==> config.mk <==
export PLATFORM = sky130hd
export DESIGN_NAME = icache_refill_engine
export DESIGN_NICKNAME = d
export VERILOG_FILES = /design/src/rtl/icache_refill_engine.sv
export SDC_FILE = /design/constraint.sdc
export NUM_CORES = 1
export LEC_CHECK = 0
export CORE_ASPECT_RATIO = 0.75
export CORE_UTILIZATION = 55
export DETAILED_ROUTE_END_ITERATION = 10
export GPL_TIMING_DRIVEN = 0
export PLACE_DENSITY = 0.86
export SYNTH_ARGS = -nofsm -noshare
export SYNTH_HDL_FRONTEND = slang
export SYNTH_SLANG_ARGS = --single-unit
==> constraint.sdc <==
create_clock -name clk_i -period 13.4 [get_ports clk_i]
set_input_delay 2.68 -clock clk_i [delete_from_list [all_inputs] [get_ports clk_i]]
set_output_delay 2.68 -clock clk_i [all_outputs]
set_load 0.02 [all_outputs]
==> src/rtl/icache_refill_engine.sv <==
// Icache block refill: fetch N words from the network, accept them in any order, write them in offset order.
// Optional ICACHE_REFILL_PERF_CNT_EN adds refill/stall counters. Latency >= 2N+2 cycles miss-to-done; no backpressure on writes.
module icache_refill_engine #(
  parameter int icache_tag_width_p           = 12,
  parameter int icache_entries_p             = 1024,
  parameter int icache_block_size_in_words_p = 4,
  localparam int pc_width_lp     = icache_tag_width_p + $clog2(icache_entries_p),
  localparam int offset_width_lp = $clog2(icache_block_size_in_words_p)
) (
  input  logic                       clk_i,
  input  logic                       reset_n_i,
  input  logic                       miss_v_i,
  input  logic [pc_width_lp-1:0]     miss_pc_i,
  output logic                       busy_o,
  output logic                       req_v_o,
  output logic [pc_width_lp-1:0]     req_pc_o,
  input  logic                       req_ready_i,
  input  logic                       resp_v_i,
  input  logic [offset_width_lp-1:0] resp_offset_i,
  input  logic [31:0]                resp_data_i,
  output logic                       icache_v_o,
  output logic                       icache_w_o,
  output logic [pc_width_lp-1:0]     icache_pc_o,
  output logic [31:0]                icache_instr_o,
  output logic                       done_o
`ifdef ICACHE_REFILL_PERF_CNT_EN
  ,
  output logic [31:0]                refill_cnt_o,
  output logic [31:0]                stall_cnt_o
`endif
);

  localparam int n_lp = icache_block_size_in_words_p;

  localparam logic [2:0] IDLE  = 3'd0;
  localparam logic [2:0] REQ   = 3'd1;
  localparam logic [2:0] WAIT  = 3'd2;
  localparam logic [2:0] WRITE = 3'd3;
  localparam logic [2:0] DONE  = 3'd4;

  localparam logic [offset_width_lp-1:0] last_lp   = offset_width_lp'(n_lp - 1);
  localparam logic [pc_width_lp-1:0]     off_msk_lp = pc_width_lp'(n_lp - 1);

  logic [2:0]                 state_r;
  logic [pc_width_lp-1:0]     base_r;
  logic [offset_width_lp-1:0] req_cnt_r;
  logic [offset_width_lp-1:0] wr_cnt_r;
  logic [n_lp-1:0]            vld_r;
  logic [n_lp-1:0]            vld_n;
  logic [n_lp-1:0]            resp_onehot;
  logic [31:0]                data_r [n_lp];
  logic                       resp_acc;
  logic                       in_write;

  assign resp_acc    = resp_v_i && (state_r == REQ || state_r == WAIT);
  assign resp_onehot = resp_acc ? ({{(n_lp-1){1'b0}}, 1'b1} << resp_offset_i) : '0;
  assign vld_n       = vld_r | resp_onehot;
  assign in_write    = (state_r == WRITE);

  assign busy_o         = (state_r != IDLE);
  assign req_v_o        = (state_r == REQ);
  // Base has its offset bits zeroed, so OR-ing the count in never carries out of the block.
  assign req_pc_o       = req_v_o ? (base_r | pc_width_lp'(req_cnt_r)) : '0;
  assign icache_v_o     = in_write;
  assign icache_w_o     = in_write;
  assign icache_pc_o    = in_write ? (base_r | pc_width_lp'(wr_cnt_r)) : '0;
  assign icache_instr_o = in_write ? data_r[wr_cnt_r] : '0;
  assign done_o         = (state_r == DONE);

  always_ff @(posedge clk_i or negedge reset_n_i) begin
    if (!reset_n_i) begin
      state_r   <= IDLE;
      base_r    <= '0;
      req_cnt_r <= '0;
      wr_cnt_r  <= '0;
    end else begin
      case (state_r)
        IDLE: if (miss_v_i) begin
          base_r    <= miss_pc_i & ~off_msk_lp;
          req_cnt_r <= '0;
          state_r   <= REQ;
        end
        REQ: if (req_ready_i) begin
          req_cnt_r <= req_cnt_r + 1'b1;
          if (req_cnt_r == last_lp) state_r <= WAIT;
        end
        WAIT: if (&vld_n) begin
          wr_cnt_r <= '0;
          state_r  <= WRITE;
        end
        WRITE: begin
          wr_cnt_r <= wr_cnt_r + 1'b1;
          if (wr_cnt_r == last_lp) state_r <= DONE;
        end
        DONE:    state_r <= IDLE;
        default: state_r <= IDLE;
      endcase
    end
  end

  always_ff @(posedge clk_i or negedge reset_n_i) begin
    if (!reset_n_i)            vld_r <= '0;
    else if (state_r == DONE)  vld_r <= '0;
    else if (resp_acc)         vld_r <= vld_n;
  end

  always_ff @(posedge clk_i) begin
    if (resp_acc) data_r[resp_offset_i] <= resp_data_i;
  end

`ifndef SYNTHESIS
  always_ff @(posedge clk_i) begin
    if (reset_n_i && resp_v_i) begin
      if (!resp_acc) $error("icache_refill_engine: response dropped outside REQ/WAIT");
      else if (vld_r[resp_offset_i]) $error("icache_refill_engine: duplicate response offset %0d", resp_offset_i);
    end
  end
`endif

`ifdef ICACHE_REFILL_PERF_CNT_EN
  always_ff @(posedge clk_i or negedge reset_n_i) begin
    if (!reset_n_i) begin
      refill_cnt_o <= '0;
      stall_cnt_o  <= '0;
    end else begin
      if (done_o) refill_cnt_o <= refill_cnt_o + 32'd1;
      if (busy_o) stall_cnt_o  <= stall_cnt_o + 32'd1;
    end
  end
`endif

endmodule
==> results of run 1 <==
registers in the layout, summed over array words and instances (netlist names):
name and count:
data_r 128, base_r 20, vld_r 4, state_r 3
req_cnt_r 2, wr_cnt_r 2
per-layer routing:
metal / GRT usage [%] / up-vias
li1: - / 1744
met1: 31.7 / 1982
met2: 39.9 / 129
met3: 5.34 / 25
met4: 12.0 / 0
met5: 0 / -
metrics by stage:
| stage | setup slack, ns | hold WS (ns) | cells | cell area [sq um] |
|---|---|---|---|---|
| 3_3_place_gp | 3.42 | 0.499 | 666 | 8130 |
| 2_1_floorplan | 6.64 | 0.464 | 365 | 6540 |
| 4_1_cts | 7.93 | 0.525 | 714 | 8860 |
| 3_5_place_dp | 8.39 | 0.511 | 682 | 8300 |
| 5_1_grt | 7.85 | 0.544 | 714 | 8850 |
| 6_report | 7.97 | 0.524 | 714 | 8850 |
power breakdown:
group | total [uW] | internal, uW | switching (uW)
combinational | 672 | 341 | 332
sequential | 660 | 621 | 38.6
clock | 451 | 257 | 194
total | 1780 | 1220 | 564
path summary, 6_finish.rpt:
path,end,cells after the start
min,base_r[12],1
max,icache_instr_o[4],7
min in group asynchronous,base_r[3],1
max reg2reg,data_r[1][23],6
max in group asynchronous,vld_r[2],1
min reg2reg,base_r[12],1
kinds of logic after synthesis:
group / after synthesis
fa+ha+maj: 2
mux: 54
simple gates: 111
buf+inv: 26
xor+xnor: 1
flops: 159
compound gates: 12
cell usage in the layout, fill, tap and decap left out, drive strengths merged, types with 8 or more instances in the layout:
cell type	count
clkdlybuf4s50	138
edfxtp	128
and2	76
mux4	32
dfrtp	31
buf	31
clkbuf	25
mux2	20
nand2	9
clkinv	9
inv	9
nor2	8
critical path: cells and delay by family, from the launching register on:
kind	cells	cell delay, ns
buffers and inverters	4	1.17
AND/OR/NAND/NOR	3	0.65
flip-flops	1	0.50
layout make-up:
cell class	instances	area [sq um]
Clock inverter	15	134
Fill cell	684	2720
Buffer	22	113
Inverter	4	15.0
Sequential cell	159	4620
Clock buffer	17	425
Multi-Input combinational cell	180	1810
Tap cell	162	203
Timing Repair Buffer	155	1530
==> out/summary.txt, run 1 <==
Status -> completed
Arrival time worst endpoint -> 2.75 ns
Final Total Pwr -> 1780 uW
Xor and xnor area share after synthesis -> 0.249%
CTS tree -> yes
Hold crit path type -> flop to flop
EDFF count, synth -> 128
Wl on met1 -> 5900 microns
TritonCTS sink count -> 159
Clock buffer depth -> 2
Die Width -> 128 microns
WL per Instance -> 19.5 microns
Post-synthesis compound-gate area fraction -> 1.59%
Seq/Total Area, Yosys -> 70.7%
PD cells -> 201 nW/um^2
Post-Route WL -> 13900 microns
CP Cell Sequence -> nand2b_1 -> or2_1 -> inv_2 -> buf_2 -> buf_2 -> and2_1 -> clkdlybuf4s50_1
Cts hold-fix bufs -> 0
Main combinational cell family by area after synthesis -> multiplexers
Mean post-synth cell area -> 17.9 sq um
Number of global-route vias before repair -> 3956
Max-Cap Viols -> 0
Post-synth ARST share -> 19.5%
Minimum setup slack among reg-to-reg paths -> 11.05 ns
Tcrit/Tclk final -> 40.5%
Slowest CP cell -> clkdlybuf4s50_1
Initial DRC Count -> 251
Root Buffer -> clkbuf_16
Post-DRT Antenna Nets -> 0
Static leakage -> 0.00316 uW
Ant. Diodes -> 0
Synth Flop Type -> edfxtp_1
Cell with the most instances after synthesis -> edfxtp_1
PortBufs -> 139
Top cells by area, synth -> edfxtp_1 (59%), dfrtp_1 (12%), mux4_2 (11%), and2_1 (7.3%), mux2_2 (3.3%)
Tightest Pin Transition -> 0.726 ns
Hold Fails Final Rpt -> 0
Global placement routability congestion -> 0.815
Largest stage delay, worst path -> 0.62 ns
Share of the synthesized area in the top cell type -> 58.8%
Worst-path fanout max -> 10
Yosys top cell by area -> edfxtp_1
PostCTS Resize Cnt -> 0
Nets -> 602
Num rows -> 34
CP required -> 10.72 ns
Total track usage -> 24.4%
Most used cell, CP -> buf_2
Max Slew Vio Count -> 0
Met3 routed WL -> 719 microns
Max Fclk -> 184 MHz
Commonest cells post-synth -> edfxtp_1 (128), and2_1 (76), mux4_2 (32)
Nature of the critical path startpoint -> flop
Synth Area in Simple Gates -> 10.4%
Drc violations -> 0
Syn nets -> 428
Post-Syn Area -> 6540 sq um
Utilization after layout -> 76.5%
Post-synthesis mux area share -> 14.8%
Reg clk slew, reported paths -> 0.06 ns
Synth Area in Adders -> 0.383%
Cells after synthesis -> 365
Share of cells above drive strength 1 -> 22.3%
Reg2Reg Launch Point -> state_r[0]
Total CTS buffers -> 17
First-pass GRT wire length -> 21300 microns
Setup crit end kind -> output port
Worst Skew -> 0.00864 ns
Area of the die -> 12300 sq um
Postcts setup bufs -> 0
Via count -> 3880
Clock Latency Late Sink -> 0.42 ns
WL met2 -> 6970 microns
Post-synthesis register bit count -> 159
Initial core utilization -> 56.5%
Core area -> 11600 sq um
Worst setup path category -> flop to output port
Overflow after GRT -> 0
Relative slew slack -> 51.6%
Hold wc startpoint -> base_r[12]
Min Tclk post-route -> 5.43 ns
Start point of the critical path -> state_r[2]
Drt pass-1 iters -> 4
Setup TNS -> 0 ns
Number of library cell types mapped by synthesis -> 41
YS warnings -> 0
Final setup viols -> 0
Max VDD drop -> 103 uV
Top layer in use -> met4
H-tree Lvls -> 4
Die height -> 96.4 microns
Area Overhead vs Synth -> 35.5%
Largest net degree at the start of global routing -> 32
# IOs -> 142
Antenna violations before repair -> 0
Vias per std cell -> 5.43
RSZ-0062 raised after global routing -> no
DPL Wire Length -> 9560 microns
Note: power is estimated with default switching activity, not from simulation.
==> run 2, diff against run 1 <==
--- a/config.mk
+++ b/config.mk
@@ -6,10 +6,10 @@
 export NUM_CORES = 1
 export LEC_CHECK = 0
 export CORE_ASPECT_RATIO = 0.75
-export CORE_UTILIZATION = 55
+export CORE_UTILIZATION = 46
 export DETAILED_ROUTE_END_ITERATION = 10
 export GPL_TIMING_DRIVEN = 0
-export PLACE_DENSITY = 0.86
+export PLACE_DENSITY = 0.76
 export SYNTH_ARGS = -nofsm -noshare
 export SYNTH_HDL_FRONTEND = slang
 export SYNTH_SLANG_ARGS = --single-unit
==> constraint.sdc (replaced) <==
create_clock -name clk_i -period 4.8 [get_ports clk_i]
set_input_delay 0.96 -clock clk_i [delete_from_list [all_inputs] [get_ports clk_i]]
set_output_delay 0.96 -clock clk_i [all_outputs]
set_load 0.02 [all_outputs]
==> run 2 against run 1 <==
  * Clock-buffer cell count up 3
  * Setup slack worse by 6.9 ns
  * Non-clock buffer count down 3
  * Clock power rose to 3.1 times the previous value
  * Critical path depth unchanged
  * Critical endpoint is now icache_instr_o[20]
  * Highest routed layer unchanged
==> out/summary.txt, run 2 (synthesized netlist as in run 1, its figures left out) <==
# IOs -> 142 (unchanged)
Slowest CP cell -> clkdlybuf4s50_1 (unchanged)
Num rows -> 37 (was 34)
CTS tree -> yes (unchanged)
Arrival time worst endpoint -> 2.76 ns (was 2.75 ns)
Clock buffer depth -> 2 (unchanged)
Hold crit path type -> flop to flop (unchanged)
RSZ-0062 raised after global routing -> no (unchanged)
WL met2 -> 6690 microns (was 6970 microns)
Bufs and invs on worst path -> 4 (unchanged)
WL per Instance -> 19.0 microns (was 19.5 microns)
Postcts setup bufs -> 0 (unchanged)
Wl on met1 -> 6180 microns (was 5900 microns)
Commonest non-fill, non-tap cell in the layout -> clkdlybuf4s50_1 (unchanged)
Max Fclk -> 269 MHz
Met3 routed WL -> 692 microns (was 719 microns)
Largest net degree at the start of global routing -> 32 (unchanged)
Max-Cap Viols -> 0 (unchanged)
Share of cells above drive strength 1 -> 21.5% (was 22.3%)
Status -> completed (unchanged)
Worst-path fanout max -> 10 (unchanged)
Post-Route WL -> 13800 microns (was 13900 microns)
Post-DRT Antenna Nets -> 0 (unchanged)
Finished Layout Cells -> 724 (was 714)
Tcrit/Tclk final -> 77.5%
Initial core utilization -> 47.4% (was 56.5%)
Relative slew slack -> 38.6% (was 51.6%)
Layout fillers -> 989 (was 684)
DPL Wire Length -> 9750 microns (was 9560 microns)
Placed Cells incl. Taps -> 692 (was 682)
Die Width -> 140 microns (was 128 microns)
Global placement routability congestion -> 0.797 (was 0.815)
Family with the most delay on the worst path -> buffers and inverters (unchanged)
Total CTS buffers -> 17 (unchanged)
Place WS -> 1.53 ns (was 8.39 ns)
Most frequent cells in the layout -> clkdlybuf4s50_1 (138), edfxtp_1 (128), and2_1 (76) (unchanged)
Worst Skew -> 0.00581 ns (was 0.00864 ns)
Vias per std cell -> 5.17 (was 5.43)
Final setup viols -> 0 (unchanged)
Area Overhead vs Synth -> 37.0% (was 35.5%)
Start point of the critical path -> state_r[2] (unchanged)
Die height -> 105 microns (was 96.4 microns)
Biggest regs -> data_r x128, base_r x20, vld_r x4 (unchanged)
Setup TNS -> 0 ns (unchanged)
Number of global-route vias before repair -> 3946 (was 3956)
Reg2Reg Launch Point -> state_r[0] (unchanged)
Max Slew Vio Count -> 0 (unchanged)
Static leakage -> 0.00318 uW (was 0.00316 uW)
PostCTS Resize Cnt -> 0 (unchanged)
PortBufs -> 139 (unchanged)
Max reg flops -> 128 (unchanged)
Core area -> 13800 sq um (was 11600 sq um)
Setup crit end kind -> output port (unchanged)
Total track usage -> 20.3% (was 24.4%)
Most used cell, CP -> buf_2 (unchanged)
CP required -> 3.84 ns (was 10.72 ns)
Top layer in use -> met4 (unchanged)
Drt pass-1 iters -> 5 (was 4)
Max VDD drop -> 325 uV (was 103 uV)
Hold wc startpoint -> base_r[19] (was base_r[12])
Antenna violations before repair -> 0 (unchanged)
Reg clk slew, reported paths -> 0.06 ns (about the same)
H-tree Lvls -> 4 (unchanged)
Nets -> 599 (was 602)
Final Total Pwr -> 5130 uW (was 1780 uW)
Min Tclk post-route -> 3.72 ns
Tightest Pin Transition -> 0.917 ns (was 0.726 ns)
Post-layout worst setup margin -> 1.08 ns (was 7.97 ns)
Cts hold-fix bufs -> 0 (unchanged)
Clock Latency Late Sink -> 0.42 ns (about the same)
Root Buffer -> clkbuf_16 (unchanged)
TritonCTS sink count -> 159 (unchanged)
PD cells -> 573 nW/um^2 (was 201 nW/um^2)
Ant. Diodes -> 0 (unchanged)
Overflow after GRT -> 0 (unchanged)
Worst setup path category -> flop to output port (unchanged)
Drc violations -> 0 (unchanged)
Area of the die -> 14700 sq um (was 12300 sq um)
Initial DRC Count -> 285 (was 251)
Nature of the critical path startpoint -> flop (unchanged)
Largest stage delay, worst path -> 0.61 ns (was 0.62 ns)
First-pass GRT wire length -> 21500 microns (was 21300 microns)
Via count -> 3741 (was 3880)
Hold Fails Final Rpt -> 0 (unchanged)
CP Cell Sequence -> nand2b_1 -> or2_1 -> inv_2 -> buf_2 -> buf_2 -> and2_1 -> clkdlybuf4s50_1 (unchanged)
Largest Register -> data_r (unchanged)
run 2: cell types whose count changed in the layout (fill, tap and decap cells not counted), moves of 2 or more:
cell        delta
buf_4          -7
buf_8          +4
clkinvlp_4     +2
clkinv_4       -4
bufinv_16      +4
inv_6          -5
clkbuf_1       +3
run 2: worst reg2reg max path: cells and delay by family, from the launching register on:
family / cells / cell delay (ns)
buffers and inverters: 4 / 0.83
flip-flops: 1 / 0.36
XOR/XNOR: 1 / 0.23
AND/OR/NAND/NOR: 1 / 0.64
run 2: worst paths after layout:
kind,to,cells after the start,slack (ns)
max in group asynchronous,wr_cnt_r[0],1,3.75
worst min-delay path,base_r[19],1,0.52
worst max register to register,data_r[0][16],6,2.45
worst min register to register,base_r[19],1,0.52
worst max-delay path,icache_instr_o[20],7,1.08
min in group asynchronous,base_r[2],1,0.59
run 2: metal layers:
| layer | vias to the layer above | GRT usage, % |
|---|---|---|
| li1 | 1725 | - |
| met1 | 1896 | 26.7 |
| met2 | 101 | 32.3 |
| met3 | 19 | 6.18 |
| met4 | 0 | 7.46 |
| met5 | - | 0 |
run 2: per-stage QoR:
stage               hold slack, ns  cell area [sq um]  util [%]
floorplan                    0.464               6540         -
global placement             0.490               8150      59.1
detailed placement           0.506               8330      60.4
CTS                          0.520               8960      64.9
global route                 0.529               8950      64.9
finish                       0.518               8950      64.9
run 2: report_power, final:
group / switching (uW) / leakage (uW) / internal [uW]
Sequential: 105 / 0.00153 / 1730
Clock: 507 / 0.000299 / 917
Combinational: 917 / 0.00135 / 954
Total: 1530 / 0.00318 / 3600
run 2: final cells by class:
type	count	area, sq um	share of cell area, %
Clock inverter	12	191	2.14
Sequential cell	159	4620	51.6
Clock buffer	20	437	4.88
Inverter	4	15.0	0.168
Multi-Input combinational cell	180	1820	20.3
Tap cell	175	219	2.45
Buffer	22	113	1.26
Timing Repair Buffer	152	1540	17.2
==> run 3, diff against run 2 <==
--- a/config.mk
+++ b/config.mk
@@ -6,10 +6,10 @@
 export NUM_CORES = 1
 export LEC_CHECK = 0
 export CORE_ASPECT_RATIO = 0.75
-export CORE_UTILIZATION = 46
+export CORE_UTILIZATION = 51
 export DETAILED_ROUTE_END_ITERATION = 10
 export GPL_TIMING_DRIVEN = 0
-export PLACE_DENSITY = 0.76
+export PLACE_DENSITY = 0.8
 export SYNTH_ARGS = -nofsm -noshare
 export SYNTH_HDL_FRONTEND = slang
 export SYNTH_SLANG_ARGS = --single-unit
==> constraint.sdc (replaced) <==
create_clock -name clk_i -period 3.8 [get_ports clk_i]
set_input_delay 0.76 -clock clk_i [delete_from_list [all_inputs] [get_ports clk_i]]
set_output_delay 0.76 -clock clk_i [all_outputs]
set_load 0.02 [all_outputs]
==> run 3 against run 2 <==
  * Total power grew 26%
  * Clock skew is 0.0087 ns higher
  * Sequential cell count unchanged
  * Largest cell class unchanged
  * Non-clock buffer count shrank 3
  * Setup slack lost 0.80 ns
  * Core utilization up 7.1 points
  * Routed wire length decreased by 2.7%
  * Highest routed layer unchanged
  * Sequential power increased by 26%
  * Hold slack worse by 0.11 ns
  * First-iteration DRC count down 25%
  * Clock-buffer cell count up 1
==> out/summary.txt, run 3 (synthesized netlist as in run 1, its figures left out) <==
Largest net degree at the start of global routing -> 32 (unchanged)
Nets -> 596 (was 599)
H-tree Lvls -> 4 (unchanged)
Nature of the critical path startpoint -> flop (unchanged)
Arrival time worst endpoint -> 2.75 ns (was 2.76 ns)
Switching share of power -> 29.5% (was 29.8%)
Multi-input logic area -> 1830 sq um (was 1820 sq um)
Antenna violations before repair -> 0 (unchanged)
Ant. Diodes -> 0 (unchanged)
Setup crit end kind -> output port (unchanged)
Final Total Pwr -> 6460 uW (was 5130 uW)
Finished Layout Cells -> 711 (was 724)
Die Width -> 133 microns (was 140 microns)
Commonest non-fill, non-tap cell in the layout -> clkdlybuf4s50_1 (unchanged)
Initial DRC Count -> 215 (was 285)
# IOs -> 142 (unchanged)
Biggest regs -> data_r x128, base_r x20, vld_r x4 (unchanged)
RSZ-0062 raised after global routing -> no (unchanged)
TritonCTS sink count -> 159 (unchanged)
Postcts setup bufs -> 0 (unchanged)
Min Tclk post-route -> 3.51 ns
Via count -> 3739 (was 3741)
Sequential Power Share -> 36.0% (was 35.8%)
Largest Register -> data_r (unchanged)
WL per Instance -> 18.8 microns (was 19.0 microns)
First-pass GRT wire length -> 20700 microns (was 21500 microns)
Clock Latency Late Sink -> 0.41 ns (was 0.42 ns)
Tcrit/Tclk final -> 92.5%
Core area -> 12400 sq um (was 13800 sq um)
Vias per std cell -> 5.26 (was 5.17)
CP required -> 3.04 ns (was 3.84 ns)
Post-DRT Antenna Nets -> 0 (unchanged)
Total track usage -> 21.4% (was 20.3%)
Comb pwr share -> 36.2% (was 36.4%)
Initial core utilization -> 52.7% (was 47.4%)
Family with the most delay on the worst path -> buffers and inverters (unchanged)
Bufs and invs on worst path -> 3 (was 4)
Most frequent cells in the layout -> clkdlybuf4s50_1 (138), edfxtp_1 (128), and2_1 (76) (unchanged)
Total CTS buffers -> 17 (unchanged)
Reg area -> 4620 sq um (unchanged)
DPL Wire Length -> 9300 microns (was 9750 microns)
Max Slew Vio Count -> 0 (unchanged)
Static leakage -> 0.00316 uW (was 0.00318 uW)
Status -> completed (unchanged)
Overflow after GRT -> 0 (unchanged)
Die height -> 100 microns (was 105 microns)
Root Buffer -> clkbuf_16 (unchanged)
Post-Route WL -> 13400 microns (was 13800 microns)
Worst Skew -> 0.0145 ns (was 0.00581 ns)
Area Overhead vs Synth -> 36.5% (was 37.0%)
Drt pass-1 iters -> 4 (was 5)
Clock buffer depth -> 2 (unchanged)
Hold crit path type -> input pin to asynchronous set/reset pin (was flop to flop)
PD cells -> 724 nW/um^2 (was 573 nW/um^2)
Number of global-route vias before repair -> 3943 (was 3946)
WP depth -> 6 (was 7)
Max-Cap Viols -> 0 (unchanged)
CTS tree -> yes (unchanged)
Area of the die -> 13300 sq um (was 14700 sq um)
Register-to-Register Path Depth -> 5 (was 6)
Power share of the clock group -> 27.8% (was 27.7%)
Placed inst area -> 8290 sq um (was 8330 sq um)
Max Fclk -> 285 MHz
Reg clk slew, reported paths -> 0.07 ns (was 0.06 ns)
Hold Fails Final Rpt -> 0 (unchanged)
Worst-path fanout max -> 11 (was 10)
Max reg flops -> 128 (unchanged)
Slowest CP cell -> clkdlybuf4s50_1 (unchanged)
PostCTS Resize Cnt -> 0 (unchanged)
Share of cells above drive strength 1 -> 20.9% (was 21.5%)
Cts hold-fix bufs -> 0 (unchanged)
Layout fillers -> 771 (was 989)
Num rows -> 35 (was 37)
NetSw -> 1900 uW (was 1530 uW)
Internal power -> 4550 uW (was 3600 uW)
Worst setup path category -> flop to output port (unchanged)
Drc violations -> 0 (unchanged)
Tightest Pin Transition -> 0.916 ns (was 0.917 ns)
PortBufs -> 139 (unchanged)
Max VDD drop -> 402 uV (was 325 uV)
Relative slew slack -> 38.5% (was 38.6%)
Largest stage delay, worst path -> 0.62 ns (was 0.61 ns)
CP Cell Sequence -> nand2b_1 -> or2_1 -> inv_2 -> clkbuf_1 -> and2_1 -> clkdlybuf4s50_1 (was nand2b_1 -> or2_1 -> inv_2 -> buf_2 -> buf_2 -> and2_1 -> clkdlybuf4s50_1)
Placed Cells incl. Taps -> 680 (was 692)
Global placement routability congestion -> 0.815 (was 0.797)
Final setup viols -> 0 (unchanged)
Fin area -> 8920 sq um (was 8950 sq um)
[run 3: changes by cell type in the layout (fill, tap and decap cells not counted), sizes merged]
| cell | previous run | this run |
|---|---|---|
| buf | 28 | 25 |
| clkinv | 5 | 4 |
| clkinvlp | 2 | 1 |
| clkbuf | 28 | 29 |
[run 3: final cells by class]
cell class	count	share of cell area [%]
well taps	166	2.33
repair buffers	149	16.9
plain buffers	22	1.26
multi-input cells	180	20.5
clock buffers	21	4.94
inverters	4	0.168
flip-flops and latches	159	51.8
clock inverters	10	2.10
[run 3: per-layer routing]
layer | share of wire (%) | track usage [%] | wire length, microns
met5 | 0 | 0 | 0
met4 | 1.7 | 8.13 | 228
met3 | 4.9 | 5.96 | 659
met2 | 50 | 35.4 | 6720
met1 | 43 | 27.2 | 5790
[run 3: per-stage QoR]
step	hold slack, ns	setup TNS (ns)	util, %	setup slack, ns
after floorplan	0.464	0	-	0.00248
after global placement	0.496	-245.59	65.7	-2.55
after detailed placement	0.497	0	66.9	0.717
after CTS	0.516	0	72.0	0.257
after global routing	0.437	0	72.0	0.150
final	0.406	0	72.0	0.286
[run 3: worst paths after layout]
kind / from / endpoint / slack [ns]
max in group asynchronous: reset_n_i / wr_cnt_r[1] / 2.92
setup / recovery: state_r[2] / icache_instr_o[27] / 0.29
min in group clk_i: base_r[7] / base_r[7] / 0.52
hold reg to reg: base_r[7] / base_r[7] / 0.52
setup reg to reg: state_r[0] / data_r[2][3] / 1.56
hold / removal: reset_n_i / base_r[12] / 0.41
[run 3: power by group through the flow]
stage | sequential (uW) | combinational [uW] | clock [uW]
3_3_place_gp | 2350 | 2280 | 0
6_report | 2320 | 2340 | 1790
4_1_cts | 2330 | 2370 | 1820
2_1_floorplan | 2320 | 1470 | 0
3_5_place_dp | 2360 | 2360 | 0
5_1_grt | 2360 | 2500 | 1900
